--- src/rtl/uart_pkg.sv ---
// Shared types and constants for the uarttx arbiter.
package uart_pkg;

  typedef enum logic [1:0] {
    ST_IDLE      = 2'd0,
    ST_ISSUE     = 2'd1,
    ST_WAIT_DONE = 2'd2
  } arb_state_e;

  // Bit-clock cycles uarttx spends on one frame (start + 8 data + stop).
  localparam int UART_FRAME_CYCLES = 10;
  // Two handshake cycles plus the frame itself.
  localparam int MIN_BYTE_PERIOD = 2 + UART_FRAME_CYCLES;

  // Width of an index into n requesters; never narrower than one bit.
  function automatic int ptr_width(input int n);
    return (n > 1) ? $clog2(n) : 1;
  endfunction

endpackage

--- src/rtl/uart_rr_pick.sv ---
// Rotating-priority picker: first asserted valid at or above ptr, wrapping at N.
module uart_rr_pick
  import uart_pkg::*;
#(
  parameter int N  = 4,
  parameter int PW = ptr_width(N)
) (
  input  logic [N-1:0]  valid,
  input  logic [PW-1:0] ptr,
  output logic [PW-1:0] idx,
  output logic          found
);

  logic [PW-1:0] cand_s;
  logic          hit_s;

  // Scan N positions starting at ptr; the first hit wins.
  always_comb begin
    found  = 1'b0;
    idx    = '0;
    cand_s = '0;
    hit_s  = 1'b0;
    for (int k = 0; k < N; k++) begin
      cand_s = PW'((int'(ptr) + k) % N);
      hit_s  = valid[cand_s] & ~found;
      idx    = hit_s ? cand_s : idx;
      found  = found | hit_s;
    end
  end

endmodule

--- src/rtl/uart_tx_arbiter.sv ---
// Shares one uarttx byte transmitter between N requesters with packet locking.
module uart_tx_arbiter
  import uart_pkg::*;
#(
  parameter int N            = 4,
  parameter int LOCK_TIMEOUT = 64
) (
  input  logic           clock115200hz,
  input  logic           reset,
  input  logic [N-1:0]   req_valid,
  input  logic [8*N-1:0] req_data,
  input  logic [N-1:0]   req_last,
  output logic [N-1:0]   req_ack,
  output logic [N-1:0]   grant,
  output logic           locked,
  output logic [7:0]     tx_data,
  output logic           tx_send,
  input  logic           tx_ready
);

  localparam int PW = ptr_width(N);
  localparam int CW = (LOCK_TIMEOUT > 0) ? $clog2(LOCK_TIMEOUT + 1) : 1;
  // Counter value on the edge that completes the LOCK_TIMEOUT-th idle cycle.
  localparam logic [CW-1:0] TO_LAST  = CW'((LOCK_TIMEOUT > 0) ? LOCK_TIMEOUT - 1 : 0);
  localparam logic [PW-1:0] LAST_IDX = PW'(N - 1);

  function automatic logic [N-1:0] onehot(input logic [PW-1:0] i);
    logic [N-1:0] v;
    v    = '0;
    v[i] = 1'b1;
    return v;
  endfunction

  function automatic logic [PW-1:0] next_ptr(input logic [PW-1:0] i);
    return (i == LAST_IDX) ? '0 : i + PW'(1);
  endfunction

  arb_state_e    state_r, state_s;
  logic [PW-1:0] rr_ptr_r, rr_ptr_s;
  logic [PW-1:0] owner_r, owner_s;
  logic [N-1:0]  grant_r, grant_s;
  logic          locked_r, locked_s;
  logic [7:0]    tx_data_r, tx_data_s;
  logic          tx_send_r, tx_send_s;
  logic [N-1:0]  req_ack_r, req_ack_s;
  logic [CW-1:0] to_cnt_r, to_cnt_s;

  logic [PW-1:0] rr_idx_s;
  logic          rr_found_s;
  logic [PW-1:0] pick_idx_s;
  logic          pick_found_s;
  logic          to_active_s;
  logic          issue_s;

  uart_rr_pick #(.N(N), .PW(PW)) u_pick (
    .valid (req_valid),
    .ptr   (rr_ptr_r),
    .idx   (rr_idx_s),
    .found (rr_found_s)
  );

  // Eligibility: the lock owner alone while locked, otherwise the rotating pick.
  always_comb begin
    pick_idx_s   = rr_idx_s;
    pick_found_s = rr_found_s;
    if (locked_r) begin
      pick_idx_s   = owner_r;
      pick_found_s = req_valid[owner_r];
    end else begin
      pick_idx_s   = rr_idx_s;
      pick_found_s = rr_found_s;
    end
    to_active_s = (LOCK_TIMEOUT != 0) && locked_r && !req_valid[owner_r];
  end

  // Next-state and next-output logic for the issue/wait controller.
  always_comb begin
    state_s   = state_r;
    rr_ptr_s  = rr_ptr_r;
    owner_s   = owner_r;
    grant_s   = grant_r;
    locked_s  = locked_r;
    tx_data_s = tx_data_r;
    tx_send_s = tx_send_r;
    req_ack_s = '0;
    to_cnt_s  = to_cnt_r;
    issue_s   = 1'b0;

    case (state_r)
      ST_IDLE: begin
        if (tx_ready && pick_found_s) begin
          issue_s = 1'b1;
        end else if (to_active_s) begin
          if (to_cnt_r == TO_LAST) begin
            locked_s = 1'b0;
            grant_s  = '0;
            to_cnt_s = '0;
          end else begin
            to_cnt_s = to_cnt_r + CW'(1);
          end
        end else begin
          to_cnt_s = to_cnt_r;
        end
      end
      ST_ISSUE: begin
        // uarttx drops ready once it has taken the byte.
        if (!tx_ready) begin
          tx_send_s = 1'b0;
          state_s   = ST_WAIT_DONE;
        end else begin
          tx_send_s = 1'b1;
        end
      end
      ST_WAIT_DONE: begin
        // Frame finished: evaluate IDLE immediately so back-to-back bytes lose no cycle.
        if (tx_ready) begin
          state_s = ST_IDLE;
          if (!locked_r) begin
            grant_s = '0;
          end else begin
            grant_s = grant_r;
          end
          issue_s = pick_found_s;
        end else begin
          state_s = ST_WAIT_DONE;
        end
      end
      default: begin
        state_s = ST_IDLE;
      end
    endcase

    if (issue_s) begin
      tx_data_s = req_data[{pick_idx_s, 3'b000} +: 8];
      req_ack_s = onehot(pick_idx_s);
      grant_s   = onehot(pick_idx_s);
      owner_s   = pick_idx_s;
      tx_send_s = 1'b1;
      locked_s  = !req_last[pick_idx_s];
      rr_ptr_s  = next_ptr(pick_idx_s);
      to_cnt_s  = '0;
      state_s   = ST_ISSUE;
    end else begin
      req_ack_s = '0;
    end
  end

  // State and registered outputs, with synchronous reset.
  always_ff @(posedge clock115200hz) begin
    if (reset) begin
      state_r   <= ST_IDLE;
      rr_ptr_r  <= '0;
      owner_r   <= '0;
      grant_r   <= '0;
      locked_r  <= 1'b0;
      tx_data_r <= 8'h00;
      tx_send_r <= 1'b0;
      req_ack_r <= '0;
      to_cnt_r  <= '0;
    end else begin
      state_r   <= state_s;
      rr_ptr_r  <= rr_ptr_s;
      owner_r   <= owner_s;
      grant_r   <= grant_s;
      locked_r  <= locked_s;
      tx_data_r <= tx_data_s;
      tx_send_r <= tx_send_s;
      req_ack_r <= req_ack_s;
      to_cnt_r  <= to_cnt_s;
    end
  end

  assign req_ack = req_ack_r;
  assign grant   = grant_r;
  assign locked  = locked_r;
  assign tx_data = tx_data_r;
  assign tx_send = tx_send_r;

endmodule

--- config.mk ---
export PLATFORM = sky130hd
export DESIGN_NAME = uart_tx_arbiter
export DESIGN_NICKNAME = d
export VERILOG_FILES = /design/src/rtl/uart_pkg.sv /design/src/rtl/uart_rr_pick.sv /design/src/rtl/uart_tx_arbiter.sv
export SDC_FILE = /design/constraint.sdc
export NUM_CORES = 1
export LEC_CHECK = 0
export CORE_ASPECT_RATIO = 0.75
export CORE_MARGIN = 3
export CORE_UTILIZATION = 40
export CTS_CLUSTER_SIZE = 25
export DETAILED_ROUTE_END_ITERATION = 6
export PLACE_DENSITY = 0.82
export SLEW_MARGIN = 20
export SYNTH_ARGS = -nofsm -noshare
export SYNTH_HDL_FRONTEND = slang
export SYNTH_HIERARCHICAL = 1
export SYNTH_SLANG_ARGS = --single-unit
--- constraint.sdc ---
create_clock -name clock115200hz -period 3.3 [get_ports clock115200hz]
set_input_delay 0.66 -clock clock115200hz [delete_from_list [all_inputs] [get_ports clock115200hz]]
set_output_delay 0.66 -clock clock115200hz [all_outputs]
set_load 0.005 [all_outputs]
==> results of run 1 <==
[per-layer routing]
layer  wire length, um  part of all wire (%)
met5                 0                     0
met3               311                   7.1
met4                54                   1.2
met2              2000                    45
met1              2030                    46
[cell families (layout without fill, tap and decap cells)]
group / after synthesis / count (layout) / share of synthesized area [%]
adder cells (fa/ha/maj): 8 / 8 / 5.63
buffers and inverters: 18 / 81 / 4.22
AO/OA/AOI/OAI: 57 / 57 / 23.2
flip-flops: 31 / 31 / 34.9
AND/OR/NAND/NOR: 64 / 64 / 19.1
multiplexers: 23 / 23 / 12.9
[cells in the mapped netlist (2+ instances only)]
| library cell | instances |
|---|---|
| nand3_1 | 2 |
| or3_1 | 3 |
| a21o_1 | 2 |
| inv_1 | 9 |
| nor2_1 | 6 |
| nor2b_1 | 9 |
| mux2i_1 | 23 |
| a21oi_1 | 20 |
| and3_1 | 3 |
| dfxtp_1 | 31 |
| a311oi_1 | 2 |
| clkbuf_1 | 3 |
| o21ai_0 | 9 |
| buf_2 | 3 |
| a32o_1 | 12 |
| ha_1 | 8 |
| nand2b_1 | 2 |
| nand2_1 | 25 |
| and2_1 | 5 |
[cell type report]
type                       count  area [sq um]  area share, %
timing repair buffer          64           631           24.8
inverter                      10          37.5           1.48
tap                           55          68.8           2.71
multi-input combinational    152          1090           43.1
sequential                    31           621           24.4
clock buffer                   6          82.6           3.25
clock inverter                 1          5.00          0.197
[power breakdown]
part	internal [mW]	switching, mW
clock	0.163	0.133
combinational	0.201	0.172
sequential	0.410	0.0255
total	0.774	0.330
[worst paths after layout]
kind	slack (ns)	to	start	cells after the start
max reg2reg	1.22	rr_ptr_r[0]	rr_ptr_r[0]	8
max	0.64	rr_ptr_r[0]	req_valid[0]	9
min	0.48	to_cnt_r[1]	to_cnt_r[1]	2
min reg2reg	0.48	to_cnt_r[1]	to_cnt_r[1]	2
[metrics by stage]
stage	hold slack, ns	power [mW]	util (%)	instances
6_report	0.475	1.10	61.1	319
5_1_grt	0.494	1.17	61.1	319
4_1_cts	0.478	1.12	61.1	319
3_5_place_dp	0.470	0.817	59.0	312
3_3_place_gp	0.457	0.810	59.0	312
2_1_floorplan	0.442	0.652	-	201
[state kept, by name (all words and copies together), names as in the netlist]
signal and cells:
state_r 2, tx_send 1, grant 4, req_ack 4, to_cnt_r 7, tx_data 8
owner_r 2, rr_ptr_r 2, locked 1
[tightest hold or removal path, stage by stage, from the launching register on]
cell and delay, ns:
dfxtp_1 0.32, nand2_1 0.06, a21oi_1 0.05
==> results.json, run 1 <==
{
  "cp_cell_sequence": "clkdlybuf4s50_1 > nand2b_1 > a21oi_1 > a211oi_2 > a21oi_1 > inv_2 > ha_1 > or4_1 > a21oi_1",
  "min_period_over_period_pct": 80.5,
  "cts_resized": 0,
  "crit_family": "buffers and inverters",
  "rsz0062_at_grt": "false",
  "die_x_um": 83.0,
  "synth-main-ff-cell": "dfxtp_1",
  "period_minus_slack_ns": 2.66,
  "status": "finished clean",
  "detail_route.wirelength_um": 4390,
  "hold_path_class": "flop to flop",
  "synth.net_count": 252,
  "end_kind": "flop",
  "ys_top_cells_by_area": "dfxtp_1, mux2i_1, a32o_1, a21oi_1, ha_1",
  "nets": 315,
  "critical_path_class": "primary input to flop",
  "gp_congestion": 0.794,
  "yosys.area.top_type": "dfxtp_1",
  "core_area_sq_um": 4150,
  "wl_per_cell_um": 13.8,
  "worstSetupStartpointType": "primary input",
  "layout_setup_ws_ns": 0.644,
  "slew_violations": 0,
  "drive_above_1_share_pct": 8.71,
  "io_pins": 61,
  "groute.layer.met3.usage_pct": 4.90,
  "clock.fmax_ghz": 0.377,
  "final_cell_mix": "clkdlybuf4s50_1, dfxtp_1, nand2_1, mux2i_1, a21oi_1",
  "yosysSeqAreaShare_pct": 34.9,
  "slowest_stage": "clkdlybuf4s50_1",
  "htree_levels": 2,
  "syn_area_sq_um": 1780,
  "fill_cells": 374,
  "maxSlewHeadroom_pct": 45.8,
  "tightestPinTransition_ns": 0.812,
  "via_per_inst": 5.30,
  "synth_warnings": 6,
  "floorplan.initialDensity_pct": 42.8,
  "syn_inst": 201,
  "overflow": 0,
  "crit_path_max_fanout": 11,
  "antenna_found_initial": 0,
  "arrival_ns": 2.86,
  "cts_tree": "done",
  "ys_types": 43,
  "port-buffer-count": 60,
  "clock_skew_ns": 0.00845,
  "final_common_cell": "clkdlybuf4s50_1",
  "antenna_left": 0,
  "grt_pass1_vias": 1631,
  "grt_max_degree": 22,
  "required_ns": 3.50,
  "clkTransAtPathRegs_ns": 0.06,
  "clock-root-buffer": "clkbuf_8",
  "cap_viol_max_count": 0,
  "p_per_area_nw_per_um2": 435,
  "cts_buffers": 5,
  "synth-edff-count": 0,
  "place_ws_ns": 0.404,
  "insertion_delay_ns": 0.28,
  "syn2layout_area_growth_pct": 42.9,
  "async_flop_share_pct": 0,
  "dr_total_vias": 1691,
  "std_cell_rows": 20,
  "setup_viol": 0,
  "clk_path_buf_depth": 2,
  "final_area_sq_um": 2540,
  "postCtsSetupRepairBufs": 0,
  "tns_ns": 0,
  "first_pass_iters": 4,
  "grt_pass1_wl_um": 7280,
  "met1_usage_pct": 22.4,
  "cpPeakStageDelay_ns": 0.57,
  "ys_seq_elements": 31,
  "use_met2_pct": 25.5,
  "first_iter_violations": 131,
  "p_leak_nw": 1.04,
  "die_h_um": 63.7,
  "syn_area_per_cell_sq_um": 8.85,
  "peakVddDrop_mv": 0.277,
  "path_common_cell": "a21oi_1",
  "holdBufCountCts": 0,
  "track_usage_pct": 16.8,
  "cts.sinks": 31,
  "placed_cell_area_sq_um": 2450,
  "grt-busiest-layer": "met2",
  "synth_top_area_share_pct": 34.9,
  "antenna_cells": 0,
  "critical_path_buf_inv_count": 2,
  "drc_errors": 0,
  "dieArea_sq_um": 5290,
  "finalHoldViolCount": 0,
  "hpwl_um": 3250
}
Note: power is estimated with default switching activity, not from simulation.
==> run 2: changes to the inputs <==
--- a/config.mk
+++ b/config.mk
@@ -10,7 +10,7 @@
 export CORE_UTILIZATION = 40
 export CTS_CLUSTER_SIZE = 25
 export DETAILED_ROUTE_END_ITERATION = 6
-export PLACE_DENSITY = 0.82
+export PLACE_DENSITY = 0.85
 export SLEW_MARGIN = 20
 export SYNTH_ARGS = -nofsm -noshare
 export SYNTH_HDL_FRONTEND = slang
==> constraint.sdc (replaced) <==
create_clock -name clock115200hz -period 2.3 [get_ports clock115200hz]
set_input_delay 0.46 -clock clock115200hz [delete_from_list [all_inputs] [get_ports clock115200hz]]
set_output_delay 0.46 -clock clock115200hz [all_outputs]
set_load 0.005 [all_outputs]
==> run 2 against run 1 <==
Against the previous run:
- sequential power increased by 44%
- largest cell class unchanged
- via count is 4.7% higher
- combinational power grew 62%
- largest power group unchanged
- first-iteration DRC count down 40%
- clock power grew 90%
- critical path type unchanged
==> results.json, run 2 (synthesis gave the netlist of run 1 again) <==
{
  "p_per_area_nw_per_um2": 661,
  "critical_path_buf_inv_count": 3,
  "grt_pass1_wl_um": 7620,
  "via_per_inst": 5.28,
  "fill_cells": 345,
  "wl_per_cell_um": 13.8,
  "arrival_ns": 2.36,
  "insertion_delay_ns": 0.28,
  "track_usage_pct": 17.3,
  "met1_length_um": 2040,
  "final_common_cell": "clkdlybuf4s50_1",
  "drc_errors": 0,
  "required_ns": 2.51,
  "rsz0062_at_grt": "false",
  "hpwl_um": 3630,
  "placed_cell_area_sq_um": 2580,
  "cts.sinks": 31,
  "cpPeakStageDelay_ns": 0.52,
  "grt_max_degree": 13,
  "critical_path_class": "primary input to flop",
  "cp_cell_sequence": "clkdlybuf4s50_1 > inv_1 > a22o_1 > a211oi_2 > a21oi_2 > inv_2 > ha_1 > or4_1 > a21oi_1",
  "antenna_cells": 0,
  "crit_family": "buffers and inverters",
  "cts_tree": "done",
  "htree_levels": 2,
  "grt_pass1_vias": 1701,
  "tightestPinTransition_ns": 0.420,
  "hold_path_class": "flop to flop",
  "final_area_sq_um": 2710,
  "setup_viol": 0,
  "status": "finished clean",
  "regArea_sq_um": 621,
  "slew_violations": 0,
  "crit_path_max_fanout": 3,
  "top_layer": "met4",
  "dr_total_vias": 1770,
  "p_sw_mw": 0.512,
  "first_pass_iters": 4,
  "clock.fmax_ghz": 0.467,
  "antenna_left": 0,
  "place_ws_ns": -0.252,
  "detail_route.wirelength_um": 4620,
  "period_minus_slack_ns": 2.14,
  "p_seq_share_pct": 35.0,
  "peakVddDrop_mv": 0.312,
  "antenna_found_initial": 0,
  "cts_buffers": 5,
  "clock-root-buffer": "clkbuf_8",
  "die_x_um": 83.0,
  "holdBufCountCts": 0,
  "largest_reg_flops": 8,
  "clock_skew_ns": 0.00968,
  "switching_share_pct": 28.6,
  "final_cell_mix": "clkdlybuf4s50_1, dfxtp_1, nand2_1, mux2i_1",
  "cap_viol_max_count": 0,
  "multi_input_area_sq_um": 1100,
  "core_area_sq_um": 4150,
  "first_iter_violations": 79,
  "clk_path_buf_depth": 2,
  "internal_power_mw": 1.28,
  "syn2layout_area_growth_pct": 52.4,
  "dieArea_sq_um": 5290,
  "end_kind": "flop",
  "die_h_um": 63.7,
  "worstSetupStartpointType": "primary input",
  "min_period_over_period_pct": 93.2,
  "port-buffer-count": 60,
  "p_clk_share_pct": 31.3,
  "dr_wl_met2_um": 2260,
  "std_cell_rows": 20,
  "tns_ns": 0,
  "floorplan.initialDensity_pct": 42.8,
  "power_frac_comb_pct": 33.6,
  "drive_above_1_share_pct": 14.6,
  "gp_congestion": 0.808,
  "layout_setup_ws_ns": 0.157,
  "slowest_stage": "or4_1",
  "nets": 330,
  "p_leak_nw": 1.16,
  "dr_wl_met3_um": 294,
  "overflow": 0,
  "maxSlewHeadroom_pct": 71.2,
  "finalHoldViolCount": 0,
  "post-route-util_pct": 65.2,
  "io_pins": 61,
  "clkTransAtPathRegs_ns": 0.07,
  "holdWs_ns": 0.480
}
==> run 2: cell count changes in the layout (fill, tap and decap cells not counted), moves of 2 or more <==
cell / delta
clkdlybuf4s50_1: -3
a21oi_2: +2
a21oi_1: -2
buf_4: +14
dlymetal6s2s_1: +3
==> run 2: layer usage <==
layer  up-vias  track usage (%)
li1        894                -
met1       818             22.2
met2        54             28.4
met3         4             4.77
met4         0             4.90
met5         -                0
==> run 2: cell type report <==
| cell class | instances | share of cell area (%) |
|---|---|---|
| clock buffers | 6 | 3.05 |
| clock inverters | 2 | 1.29 |
| inverters | 10 | 1.39 |
| multi-input cells | 152 | 40.7 |
| flip-flops and latches | 31 | 22.9 |
| well taps | 55 | 2.54 |
| repair buffers | 79 | 28.2 |
==> run 2: timing repair <==
action | 4_1_cts | 5_1_grt
setup buffers | 0 | 0
gates resized for setup | 0 | 5
setup endpoints to repair | 0 | 9
endpoints found under the hold margin | 0 | 0
==> run 2: worst paths after layout <==
check	startpoint	endpoint	slack (ns)	depth (start not counted)
max	req_valid[3]	rr_ptr_r[0]	0.16	9
min	to_cnt_r[1]	to_cnt_r[1]	0.48	2
max reg2reg	rr_ptr_r[1]	rr_ptr_r[0]	0.31	8
min reg2reg	to_cnt_r[1]	to_cnt_r[1]	0.48	2
==> run 2: power groups by stage <==
stage	clock network [mW]	logic [mW]	registers (mW)
global placement	0	0.585	0.636
global route	0.595	0.657	0.635
floorplan	0	0.303	0.632
CTS	0.569	0.600	0.627
finish	0.561	0.603	0.627
detailed placement	0	0.598	0.638
==> run 2: worst register-to-register path, stage by stage (launching register included) <==
cell	delay, ns
dfxtp_1	0.43
a21oi_1	0.10
o21ai_0	0.15
a21oi_1	0.13
mux2i_4	0.17
inv_1	0.09
ha_1	0.20
or4_1	0.52
a21oi_1	0.14
==> run 2: through the flow <==
| step | std cells | power [mW] |
|---|---|---|
| 2_1_floorplan | 201 | 0.935 |
| 3_3_place_gp | 327 | 1.22 |
| 3_5_place_dp | 327 | 1.24 |
| 4_1_cts | 335 | 1.80 |
| 5_1_grt | 335 | 1.89 |
| 6_report | 335 | 1.79 |
